File: src/rtl/seq_ripple_subtractor_pkg.sv
// -----------------------------------------------------------------------------
// seq_ripple_subtractor_pkg
//   Shared definitions for the multi-cycle ripple subtractor:
//   - state_e     : FSM encoding (IDLE=0, RUN=1, DONE=2)
//   - cnt_width() : digit-counter width for N digits per operation,
//                   $clog2(N) with a floor of 1 so N=1 still gets a real counter
// -----------------------------------------------------------------------------
package seq_ripple_subtractor_pkg;

  typedef enum logic [1:0] {
    ST_IDLE = 2'd0,
    ST_RUN  = 2'd1,
    ST_DONE = 2'd2
  } state_e;

  function automatic int cnt_width(input int n);
    return (n > 1) ? $clog2(n) : 1;
  endfunction

endpackage

File: src/rtl/seq_ripple_subtractor_fs.sv
// -----------------------------------------------------------------------------
// full_subtractor
//   One-bit full subtractor: diff = a - b - bin.
//   Ports:
//     a    in  1  minuend bit
//     b    in  1  subtrahend bit
//     bin  in  1  borrow in
//     diff out 1  difference bit
//     bout out 1  borrow out
// -----------------------------------------------------------------------------
module full_subtractor (
  input  logic a,
  input  logic b,
  input  logic bin,
  output logic diff,
  output logic bout
);

  assign diff = a ^ b ^ bin;
  // Borrow when b exceeds a outright, or when a==b and a borrow is pending.
  assign bout = (~a & b) | (~(a ^ b) & bin);

endmodule

File: src/rtl/seq_ripple_subtractor.sv
// -----------------------------------------------------------------------------
// seq_ripple_subtractor
//   Multi-cycle ripple subtractor: diff = a - b - bin, DIGIT bits per cycle,
//   WIDTH/DIGIT cycles per operation, one operation in flight.
//   Ports:
//     clk        in   1      rising-edge clock
//     reset      in   1      asynchronous active-high reset
//     in_valid   in   1      operands presented
//     in_ready   out  1      idle, will accept operands
//     a          in   WIDTH  minuend
//     b          in   WIDTH  subtrahend
//     bin        in   1      borrow in
//     out_valid  out  1      result and flags valid
//     out_ready  in   1      consumer accepts result
//     diff       out  WIDTH  a - b - bin mod 2^WIDTH
//     bout       out  1      unsigned borrow out
//     zero       out  1      diff == 0
//     ovf        out  1      signed overflow
// -----------------------------------------------------------------------------
module seq_ripple_subtractor
  import seq_ripple_subtractor_pkg::*;
#(
  parameter int WIDTH = 8,
  parameter int DIGIT = 1
) (
  input  logic             clk,
  input  logic             reset,
  input  logic             in_valid,
  output logic             in_ready,
  input  logic [WIDTH-1:0] a,
  input  logic [WIDTH-1:0] b,
  input  logic             bin,
  output logic             out_valid,
  input  logic             out_ready,
  output logic [WIDTH-1:0] diff,
  output logic             bout,
  output logic             zero,
  output logic             ovf
);

  localparam int N  = WIDTH / DIGIT;
  localparam int CW = cnt_width(N);
  localparam logic [CW-1:0] LAST = CW'(N - 1);

  state_e           state_q, state_d;
  logic [CW-1:0]    cnt_q, cnt_d;
  logic [WIDTH-1:0] a_sh_q, a_sh_d;
  logic [WIDTH-1:0] b_sh_q, b_sh_d;
  logic             brw_q, brw_d;
  logic [WIDTH-1:0] res_q, res_d;
  logic             a_msb_q, a_msb_d;
  logic             b_msb_q, b_msb_d;
  logic [WIDTH-1:0] diff_q, diff_d;
  logic             bout_q, bout_d;
  logic             zero_q, zero_d;
  logic             ovf_q, ovf_d;
  logic             in_ready_q, in_ready_d;
  logic             out_valid_q, out_valid_d;

  logic [DIGIT:0]       chain;
  logic [DIGIT-1:0]     dig;
  logic [WIDTH+DIGIT-1:0] res_cat;
  logic [WIDTH-1:0]     res_shift;

  // Digit datapath: DIGIT full subtractors rippling the borrow from the flop.
  assign chain[0] = brw_q;
  for (genvar i = 0; i < DIGIT; i++) begin : g_fs
    full_subtractor u_fs (
      .a    (a_sh_q[i]),
      .b    (b_sh_q[i]),
      .bin  (chain[i]),
      .diff (dig[i]),
      .bout (chain[i+1])
    );
  end

  // New digit enters at the MSB end; after N shifts digit 0 sits at the LSB.
  assign res_cat   = {dig, res_q};
  assign res_shift = res_cat[WIDTH+DIGIT-1:DIGIT];

  always_comb begin
    state_d     = state_q;
    cnt_d       = cnt_q;
    a_sh_d      = a_sh_q;
    b_sh_d      = b_sh_q;
    brw_d       = brw_q;
    res_d       = res_q;
    a_msb_d     = a_msb_q;
    b_msb_d     = b_msb_q;
    diff_d      = diff_q;
    bout_d      = bout_q;
    zero_d      = zero_q;
    ovf_d       = ovf_q;
    in_ready_d  = in_ready_q;
    out_valid_d = out_valid_q;
    case (state_q)
      ST_IDLE: begin
        if (in_valid) begin
          a_sh_d     = a;
          b_sh_d     = b;
          brw_d      = bin;
          cnt_d      = '0;
          // Shift registers are consumed, so the sign bits are kept for ovf.
          a_msb_d    = a[WIDTH-1];
          b_msb_d    = b[WIDTH-1];
          in_ready_d = 1'b0;
          state_d    = ST_RUN;
        end
      end
      ST_RUN: begin
        a_sh_d = a_sh_q >> DIGIT;
        b_sh_d = b_sh_q >> DIGIT;
        brw_d  = chain[DIGIT];
        res_d  = res_shift;
        cnt_d  = cnt_q + 1'b1;
        if (cnt_q == LAST) begin
          cnt_d       = '0;
          diff_d      = res_shift;
          bout_d      = chain[DIGIT];
          zero_d      = (res_shift == '0);
          ovf_d       = (a_msb_q != b_msb_q) && (res_shift[WIDTH-1] != a_msb_q);
          out_valid_d = 1'b1;
          state_d     = ST_DONE;
        end
      end
      ST_DONE: begin
        if (out_ready) begin
          out_valid_d = 1'b0;
          in_ready_d  = 1'b1;
          state_d     = ST_IDLE;
        end
      end
      default: begin
        out_valid_d = 1'b0;
        in_ready_d  = 1'b1;
        state_d     = ST_IDLE;
      end
    endcase
  end

  always_ff @(posedge clk or posedge reset) begin
    if (reset) begin
      state_q     <= ST_IDLE;
      cnt_q       <= '0;
      a_sh_q      <= '0;
      b_sh_q      <= '0;
      brw_q       <= 1'b0;
      res_q       <= '0;
      a_msb_q     <= 1'b0;
      b_msb_q     <= 1'b0;
      diff_q      <= '0;
      bout_q      <= 1'b0;
      zero_q      <= 1'b0;
      ovf_q       <= 1'b0;
      in_ready_q  <= 1'b1;
      out_valid_q <= 1'b0;
    end else begin
      state_q     <= state_d;
      cnt_q       <= cnt_d;
      a_sh_q      <= a_sh_d;
      b_sh_q      <= b_sh_d;
      brw_q       <= brw_d;
      res_q       <= res_d;
      a_msb_q     <= a_msb_d;
      b_msb_q     <= b_msb_d;
      diff_q      <= diff_d;
      bout_q      <= bout_d;
      zero_q      <= zero_d;
      ovf_q       <= ovf_d;
      in_ready_q  <= in_ready_d;
      out_valid_q <= out_valid_d;
    end
  end

  assign in_ready  = in_ready_q;
  assign out_valid = out_valid_q;
  assign diff      = diff_q;
  assign bout      = bout_q;
  assign zero      = zero_q;
  assign ovf       = ovf_q;

endmodule

File: config.mk
export PLATFORM = sky130hd
export DESIGN_NAME = seq_ripple_subtractor
export DESIGN_NICKNAME = d
export VERILOG_FILES = /design/src/rtl/seq_ripple_subtractor_pkg.sv /design/src/rtl/seq_ripple_subtractor_fs.sv /design/src/rtl/seq_ripple_subtractor.sv
export SDC_FILE = /design/constraint.sdc
export NUM_CORES = 1
export LEC_CHECK = 0
export CAP_MARGIN = 20
export CELL_PAD_IN_SITES_DETAIL_PLACEMENT = 1
export CELL_PAD_IN_SITES_GLOBAL_PLACEMENT = 1
export CORE_MARGIN = 2
export CORE_UTILIZATION = 41
export DETAILED_ROUTE_END_ITERATION = 12
export HOLD_SLACK_MARGIN = 0.06
export PLACE_DENSITY = 0.8
export SETUP_SLACK_MARGIN = 0.4
export SLEW_MARGIN = 40
export SYNTH_ARGS = -nofsm -noshare
export SYNTH_HDL_FRONTEND = slang
export SYNTH_SLANG_ARGS = --single-unit
export TNS_END_PERCENT = 100
File: constraint.sdc
create_clock -name clk -period 1.9 [get_ports clk]
set_input_delay 0.57 -clock clk [delete_from_list [all_inputs] [get_ports clk]]
set_output_delay 0.57 -clock clk [all_outputs]
set_load 0.05 [all_outputs]
==> results of run 1 <==
[cell families after synthesis]
| group | Yosys count | share of synthesized area (%) |
|---|---|---|
| buffers and inverters | 18 | 5.09 |
| AOI/OAI and AO/OA | 59 | 17.3 |
| and+or+nand+nor | 40 | 11.2 |
| DFF | 44 | 54.0 |
| adders and majority gates | 3 | 2.21 |
| muxes | 18 | 10.2 |
[area by class of cell]
class                   instances  area [um^2]  share of cell area, %
well taps                      67         83.8                   3.20
clock inverters                 3         42.5                   1.62
flip-flops and latches         44         1100                   42.1
repair buffers                 46          420                   16.1
multi-input cells             121          878                   33.5
clock buffers                   5         68.8                   2.63
inverters                       5         22.5                  0.860
[worst paths after layout]
kind | slack [ns] | endpoint
hold / removal | 0.49 | zero
setup reg to reg | 0.43 | ovf
min in group asynchronous | 0.61 | ovf
setup / recovery | 0.31 | in_ready
hold reg to reg | 0.49 | zero
max in group asynchronous | 0.79 | res_q[5]
[sequential cells by signal, summed over array words and instances (netlist names)]
name	cells
ovf	1
brw_q	1
b_sh_q	8
in_ready	1
bout	1
state_q	2
res_q	7
cnt_q	3
a_sh_q	8
zero	1
diff	8
b_msb_q	1
a_msb_q	1
out_valid	1
[report_power, final]
group	switching [W]	internal, W	total (W)
sequential	0.000328	0.00135	0.00167
clock	0.000337	0.000389	0.000727
combinational	0.00112	0.000905	0.00203
total	0.00179	0.00264	0.00443
[cells in the final DEF (no fill, tap or decap), types with 3 or more instances in the layout]
cell type and n:
o21ai_0 20, nor2b_1 15, mux2_4 3, clkbuf_8 5
clkdlybuf4s50_1 19, nor2_1 6, nand2_1 12, a22oi_1 15
dfrtp_1 43, buf_4 22, mux2_2 13, a21oi_1 16
[stage by stage]
stage                     setup WS, ns  TNS (ns)  utilization (%)  instance area, um^2  instances
after CTS                        0.299         0             54.6                 2600        290
after floorplan                  0.409         0                -                 2050        182
final                            0.310         0             55.1                 2620        291
after global routing             0.283         0             55.1                 2620        291
after global placement          0.0738         0             51.2                 2430        278
after detailed placement       -0.0216   -0.0231             51.2                 2430        278
[per-layer routing]
layer / global-route usage, % / up-vias
met3: 4.47 / 5
met5: 0 / -
met1: 24.9 / 789
li1: - / 718
met2: 36.3 / 34
met4: 3.77 / 0
[what timing repair did]
action | CTS | global route
pin swaps | 1 | 3
gates cloned | 2 | 0
endpoints found under the setup margin | 31 | 13
setup buffers | 2 | 1
resized for setup | 9 | 4
==> run metrics, run 1 <==
outcome complete, no violations; Synth area leader dfrtp_1; RSZ-0062 raised after global routing yes; NumNets Final 247; Yosys cell types 28; final WL 5.05 mm; crit start category register; final setup violation count 0; final-report hold violation count 0; period utilization between 80% and 90%; Seq/Total Area, Yosys 54.0%; crit-path max FO 3; layout cells sized above 1 27.7%; first-pass GRT wire length 8.41 mm; Synth area leaders dfrtp_1 (53%), mux2_2 (7.2%), a22oi_1 (5.5%); yosys synthesis warning count 0; P per Cell Area 1690 nW/um^2; syn_nets 206; antenna viol nets, final 0; DR WL/cell 17.3 um; Slew Viols, Final 0; most common cell in the netlist dfrtp_1; H-tree levels 2; worst endpoint required time 1.33 ns; WL met1 2.15 mm; die area 5560 um^2; Global Route Usage Sum 20.1%; via-per-instance ratio 5.31; Initial Util between 40% and 50%; Buffers on Ports 33; grt total ovfl 0; Leakage 1.15 nW; Worst Hold Launch zero; Levels on crit path 1; Die Y 74.6 um; Slew HR 69.8%; I/O pins 34; worst reg-to-reg path cell count 5; CP startpoint in_ready; cells along the critical path buf_12; Hold Path Cell Cnt 2; fin crit period 1.59 ns; clk_skew 0.00332 ns; Yosys reg bits 44; DR vias 1,546; largest net degree at the start of global routing 26; initial antenna violation count 0; Post-Syn Area 2040 um^2; Tightest Pin Transition 0.453 ns; worst path bufs/invs 1; Chip Width 74.6 um; post-cts hold buffer count 0; clock buffer depth 2; Sink Count 44; number of flops mapped to enable cells by yosys 0; CTS tree yes; Clock Latency Late Sink roughly 0.3 ns; Root Driver clkbuf_8; Tot Pwr 0.00443 W; WL met3 184 um; ANT cells 0; fill count 523; DR iter-0 viols 38; Final HPWL DP 3.45 mm; Syn Area/Cell 11.2 um^2; Critical-path top delay cell dfstp_2; top post-synthesis cells by count dfrtp_1 (43), o21ai_0 (21), a21oi_1 (17), nor2b_1 (17), a22oi_1 (15); vias in the first global route 1,733; WS Path Type register to primary output; Clk pin slew, worst setup/hold paths 0.08 ns; Yosys top cell area share 52.7%; area added between synthesis and finish 28.2%; DRC Markers 0; Hold Crit Class register to register; CP arrival 1.02 ns; FMAX around 630 MHz; Critical Path Max Stage Delay ~0.58 ns; FFs w/ async S/R, synth 100%; ys flop type dfrtp_1; Cells after Synth 182; reg2reg start b_sh_q[0]; cell family with most CP delay flip-flops; MaxCap Viol Count 0; GP Congestion 0.777; met2 WL roughly 2.7 mm; maximum vdd ir drop approximately 700 uV; top sig layer met4; Worst Hold Margin roughly 0.49 ns; Worst Setup End Kind primary output; # rows 25; Num CTS Buffers 5; Pre-Repair DR Iteration Count 4; CORE AREA 4750 um^2
Note: power is estimated with default switching activity, not from simulation.
==> run 2: changes to the inputs <==
- CORE_UTILIZATION: 41 -> 37
- PLACE_DENSITY: 0.8 -> 0.76
- clock period: 1.9 -> 1.4 ns (I/O delays scaled with it)
==> run 2 against run 1 <==
The flow now finishes with violations (setup timing). Critical endpoint is now ovf. Sequential cell count unchanged. Sequential power grew 48%. Total power increased by 84%. Combinational power increased by 140%. Register-to-register slack got worse by 0.62 ns.
==> run metrics, run 2 (synthesized netlist as in run 1, its figures left out) <==
Num CTS Buffers 5 (unchanged); Clk network pwr share 10.4% (was 16.4%); FMAX 628 MHz; GRT met2 Usage 39.5% (was 36.3%); Logic pwr share 59.3% (was 45.8%); NetSw 0.00315 W (was 0.00179 W); fin crit period 1.59 ns; Clock Latency Late Sink 0.30 ns (about the same); failing checks setup timing; WS Path Type register to register (was register to primary output); met1 global-route usage 27.4% (was 24.9%); period utilization 114%; RSZ-0062 raised after global routing yes (unchanged); MaxCap Viol Count 0 (unchanged); Sink Count 44 (unchanged); final WL 6.78 mm (was 5.05 mm); Initial Util 37.8% (was 42.9%); Internal 0.00500 W (was 0.00264 W); GP Congestion 0.743 (was 0.777); Final HPWL DP 3.40 mm (was 3.45 mm); final setup violation count 5 (was 0); largest net degree at the start of global routing 20 (was 26); Worst Hold Margin 0.444 ns (was 0.494 ns); Util after Layout 64.8% (was 55.1%); NumNets Final 282 (was 247); DR vias 1,737 (was 1,546); antenna viol nets, final 0 (unchanged); CORE AREA 5410 um^2 (was 4750 um^2); DR iter-0 viols 67 (was 38); Slew Viols, Final 0 (unchanged); ANT cells 0 (unchanged); crit-path max FO 5 (was 3); Pre-Repair DR Iteration Count 4 (unchanged); final setup TNS -0.525 ns (was 0 ns); Slew HR 76.7% (was 69.8%); CP arrival 1.81 ns (was 1.02 ns); Chip Width 78.3 um (was 74.6 um); grt total ovfl 0 (unchanged); CP startpoint brw_q (was in_ready); Clk pin slew, worst setup/hold paths 0.09 ns (was 0.08 ns); initial antenna violation count 0 (unchanged); final-report hold violation count 0 (unchanged); first-pass GRT wire length 10.2 mm (was 8.41 mm); most common cell after layout, fill and taps aside dfrtp_1 (unchanged); Hold Crit Class primary input to asynchronous set/reset pin (was register to register); post-cts hold buffer count 0 (unchanged); Most Used Layer, Global Route met2 (unchanged); area added between synthesis and finish 71.6% (was 28.2%); DR WL/cell 20.5 um (was 17.3 um); Global Route Usage Sum 22.4% (was 20.1%); Flop pwr share 30.3% (was 37.8%); Worst Setup End Kind register (was primary output); Tightest Pin Transition 0.348 ns (was 0.453 ns); vias in the first global route 1,874 (was 1,733); via-per-instance ratio 5.25 (was 5.31); Root Driver clkbuf_8 (unchanged); die area 6130 um^2 (was 5560 um^2); CTS tree yes (unchanged); sw frac 38.7% (was 40.4%); worst endpoint required time 1.62 ns (was 1.33 ns); most frequent cells in the layout dfrtp_1 (31), buf_4 (25), buf_12 (20), clkdlybuf4s50_1 (19), mux2_4 (17) (was dfrtp_1 (43), buf_4 (22), o21ai_0 (20), clkdlybuf4s50_1 (19), a21oi_1 (16)); met3 Use GR 3.79% (was 4.47%); I/O pins 34 (unchanged); Die Y 78.3 um (was 74.6 um); clock buffer depth 2 (unchanged); Tot Pwr 0.00815 W (was 0.00443 W); maximum vdd ir drop 1170 uV (was 710 uV); clk_skew 0.00459 ns (was 0.00332 ns); layout cells sized above 1 56.0% (was 27.7%); setup ws final -0.192 ns (was 0.310 ns); P per Cell Area 2330 nW/um^2 (was 1690 nW/um^2); crit start category register (unchanged); Leakage 1.53 nW (was 1.15 nW); DRC Markers 0 (unchanged); outcome complete, but fails checks (was complete, no violations); # rows 27 (was 25); Buffers on Ports 33 (unchanged); reg2reg start brw_q (was b_sh_q[0]); H-tree levels 2 (unchanged)
[run 2: cell types whose count changed in the layout (fill, tap and decap cells not counted), sizes merged]
| cell | change |
|---|---|
| buf | +33 |
| clkbuf | +3 |
| bufbuf | +1 |
| bufinv | -1 |
| clkinv | -1 |
[run 2: power groups by stage]
| stage | registers (W) | logic [W] | clock network [W] |
|---|---|---|---|
| 6_report | 0.00247 | 0.00483 | 0.000847 |
| 5_1_grt | 0.00256 | 0.00510 | 0.000922 |
| 4_1_cts | 0.00240 | 0.00436 | 0.000845 |
| 3_5_place_dp | 0.00239 | 0.00343 | 0 |
| 3_3_place_gp | 0.00237 | 0.00331 | 0 |
| 2_1_floorplan | 0.00279 | 0.00164 | 0 |
[run 2: repair_timing]
action                                  4_1_cts  5_1_grt
endpoints found under the setup margin       57       57
resized for setup                            54       22
cloned                                        5        0
buffers inserted                             17       11
pin swaps                                    27       14
hold endpoints to repair                      0        0
[run 2: worst paths after layout]
path,cells past startpoint,endpoint,slack [ns]
worst max-delay path,5,ovf,-0.19
worst min-delay path,2,a_sh_q[6],0.44
worst max register to register,5,ovf,-0.19
worst min register to register,2,a_sh_q[0],0.54
max in group asynchronous,3,bout,0.56
min in group clk,2,a_sh_q[0],0.54
[run 2: per-stage QoR]
step / worst slack (ns) / std cells / instance area (um^2)
after CTS: -0.0749 / 320 / 3330
after detailed placement: -0.377 / 290 / 2760
after floorplan: 0.0102 / 182 / 2160
after global placement: -0.316 / 290 / 2760
final: -0.192 / 331 / 3500
after global routing: -0.284 / 331 / 3500
[run 2: worst max-delay path: stages (launching register included)]
cell and delay (ns):
dfrtp_1 0.39, inv_2 0.07, fa_2 0.66, and3b_1 0.20
a21oi_2 0.04, o21ai_1 0.15
[run 2: area by class of cell]
cell class,instances,area (um^2)
clock buffers,7,86.3
clock inverters,1,7.51
fillers,539,1900
inverters,5,25.0
multi-input cells,121,1140
flip-flops and latches,44,1120
well taps,72,90.1
repair buffers,81,1040
[run 2: per-layer routing]
layer / share of wire [%] / wire [um]
met5: 0 / 0
met2: 55 / 3740
met3: 2.1 / 145
met1: 41 / 2790
met4: 1.5 / 99
==> run 3: changes to the inputs <==
- CORE_MARGIN: 2 -> default
==> run 3 against run 2 <==
The flow still finishes with violations (setup timing). Worst hold slack better by 0.074 ns. Final cell count is 0.91% lower. Global-route usage is 3.6 points higher. Sequential share of layout area is 0.24 points lower. Critical endpoint unchanged. Worst setup slack better by 0.036 ns. Via count is 2.3% higher. Wire length is 12% higher.
==> run metrics, run 3 (synthesized netlist as in run 1, its figures left out) <==
die area 5820 um^2 (was 6130 um^2); Hold Crit Class primary input to asynchronous set/reset pin (unchanged); final setup TNS -0.604 ns (was -0.525 ns); vias in the first global route 1,959 (was 1,874); dpl cells 289 (was 290); cell family with most CP delay adder cells (unchanged); most frequent cells in the layout dfrtp_1 (31), buf_4 (21), clkdlybuf4s50_1 (19), buf_12 (18), mux2_4 (16) (was dfrtp_1 (31), buf_4 (25), buf_12 (20), clkdlybuf4s50_1 (19), mux2_4 (17)); CTS tree yes (unchanged); H-tree levels 2 (unchanged); Root Driver clkbuf_8 (unchanged); P per Cell Area 2400 nW/um^2 (was 2330 nW/um^2); CP arrival 1.79 ns (was 1.81 ns); Final HPWL DP 3.63 mm (was 3.40 mm); worst path bufs/invs 1 (unchanged); Sink Count 44 (unchanged); Slew Viols, Final 0 (unchanged); DR iter-0 viols 70 (was 67); Critical Path Max Stage Delay 0.64 ns (was 0.66 ns); post-cts hold buffer count 0 (unchanged); Chip Width 76.3 um (was 78.3 um); final WL 7.56 mm (was 6.78 mm); CORE AREA 5200 um^2 (was 5410 um^2); ANT cells 0 (unchanged); first-pass GRT wire length 11.3 mm (was 10.2 mm); GP Congestion 0.750 (was 0.743); Seq. cell area 1120 um^2 (unchanged); Pre-Repair DR Iteration Count 6 (was 4); fin crit period 1.56 ns (was 1.59 ns); NumNets Final 281 (was 282); MaxCap Viol Count 0 (unchanged); DR vias 1,777 (was 1,737); clk_skew 0.00637 ns (was 0.00459 ns); Die Y 76.3 um (was 78.3 um); antenna viol nets, final 0 (unchanged); DRC Markers 0 (unchanged); Slew HR 72.3% (was 76.7%); cells along the critical path inv_2 -> fa_2 -> and3b_1 -> a21oi_2 -> o21ai_2 (was inv_2 -> fa_2 -> and3b_1 -> a21oi_2 -> o21ai_1); most common cell after layout, fill and taps aside dfrtp_1 (unchanged); final setup violation count 9 (was 5); Logic pwr share 60.0% (was 59.3%); failing checks setup timing (unchanged); Internal 0.00512 W (was 0.00500 W); Num CTS Buffers 5 (unchanged); worst endpoint required time 1.63 ns (was 1.62 ns); Critical-path top delay cell fa_2 (unchanged); fin cells 328 (was 331); crit start category register (unchanged); crit-path max FO 4 (was 5); Worst Hold Margin 0.517 ns (was 0.444 ns); initial antenna violation count 0 (unchanged); grt total ovfl 0 (unchanged); Tightest Pin Transition 0.412 ns (was 0.348 ns); Flop pwr share 29.8% (was 30.3%); Leakage 1.52 nW (was 1.53 nW); outcome complete, but fails checks (unchanged); layout cells sized above 1 58.9% (was 56.0%); RSZ-0062 raised after global routing yes (unchanged); Clk pin slew, worst setup/hold paths 0.09 ns (about the same); setup ws final -0.156 ns (was -0.192 ns); Worst Setup End Kind register (unchanged); Buffers on Ports 33 (unchanged); maximum vdd ir drop 1160 uV (was 1170 uV); Initial Util 39.2% (was 37.8%); area added between synthesis and finish 72.9% (was 71.6%); I/O pins 34 (unchanged); sw frac 39.6% (was 38.7%); Clock Latency Late Sink 0.31 ns (was 0.30 ns); Global Route Usage Sum 26.0% (was 22.4%); NetSw 0.00335 W (was 0.00315 W); period utilization 111% (was 114%); fill count 492 (was 539); area of the multi-input gates 1170 um^2 (was 1140 um^2); largest net degree at the start of global routing 45 (was 20); # rows 26 (was 27); via-per-instance ratio 5.42 (was 5.25); final-report hold violation count 0 (unchanged); WS Path Type register to register (unchanged); FMAX 643 MHz (was 628 MHz); Clk network pwr share 10.2% (was 10.4%); DR WL/cell 23.0 um (was 20.5 um); clock buffer depth 2 (unchanged)
-- run 3: cell types whose count changed in the layout (fill, tap and decap cells not counted), moves of 2 or more --
cell / previous run / this run
nand2_4: 0 / 2
a22oi_2: 6 / 13
buf_12: 20 / 18
a22oi_1: 9 / 2
buf_4: 25 / 21
nand2_1: 10 / 8
buf_6: 11 / 15
-- run 3: through the flow --
stage | instance area (um^2) | power (W) | worst slack [ns] | util [%]
final | 3530 | 0.00848 | -0.156 | 67.8
after detailed placement | 2760 | 0.00591 | -0.286 | 53.0
after floorplan | 2160 | 0.00442 | 0.0102 | -
after global placement | 2760 | 0.00569 | -0.291 | 53.0
after CTS | 3340 | 0.00785 | -0.0832 | 64.1
after global routing | 3530 | 0.00883 | -0.206 | 67.8
-- run 3: worst reg2reg max path: cells and delay by family, from the launching register on --
| kind | cells | cell delay, ns |
|---|---|---|
| fa+ha+maj | 1 | 0.64 |
| flops | 1 | 0.39 |
| simple gates | 1 | 0.20 |
| compound gates | 2 | 0.18 |
| buf+inv | 1 | 0.07 |
-- run 3: final timing paths --
path                       startpoint         to  slack [ns]  depth (start not counted)
setup / recovery                brw_q        ovf       -0.16                          5
hold / removal                  reset    a_msb_q        0.52                          3
setup reg to reg                brw_q        ovf       -0.16                          5
hold reg to reg             b_sh_q[7]  b_sh_q[7]        0.56                          2
max in group asynchronous       reset   in_ready        0.62                          3
min in group clk            b_sh_q[7]  b_sh_q[7]        0.56                          2
-- run 3: routing by layer --
metal / vias up / track usage [%] / wire length, um
met1: 914 / 29.4 / 2940
met3: 16 / 4.79 / 236
met5: - / 0 / 0
met2: 55 / 47.7 / 4190
li1: 792 / - / -
met4: 0 / 10.8 / 184
-- run 3: layout make-up --
cell class,instances,area share [%]
Inverter,5,0.780
Timing Repair Buffer,80,29.3
Clock buffer,8,2.55
Sequential cell,44,31.7
Multi-Input combinational cell,121,33.3
Tap cell,70,2.48
-- run 3: power groups by stage --
| stage | logic [W] | clock network [W] | registers, W |
|---|---|---|---|
| after floorplan | 0.00164 | 0 | 0.00279 |
| after global placement | 0.00330 | 0 | 0.00239 |
| after detailed placement | 0.00346 | 0 | 0.00245 |
| after CTS | 0.00454 | 0.000859 | 0.00245 |
| after global routing | 0.00533 | 0.000921 | 0.00259 |
| final | 0.00509 | 0.000861 | 0.00253 |
-- run 3: timing repair --
item                                    in CTS  in global routing
buffers inserted                            19                  6
gates cloned                                 4                  2
pin swaps                                   31                 19
gates resized for setup                     74                 22
endpoints found under the setup margin      57                 57
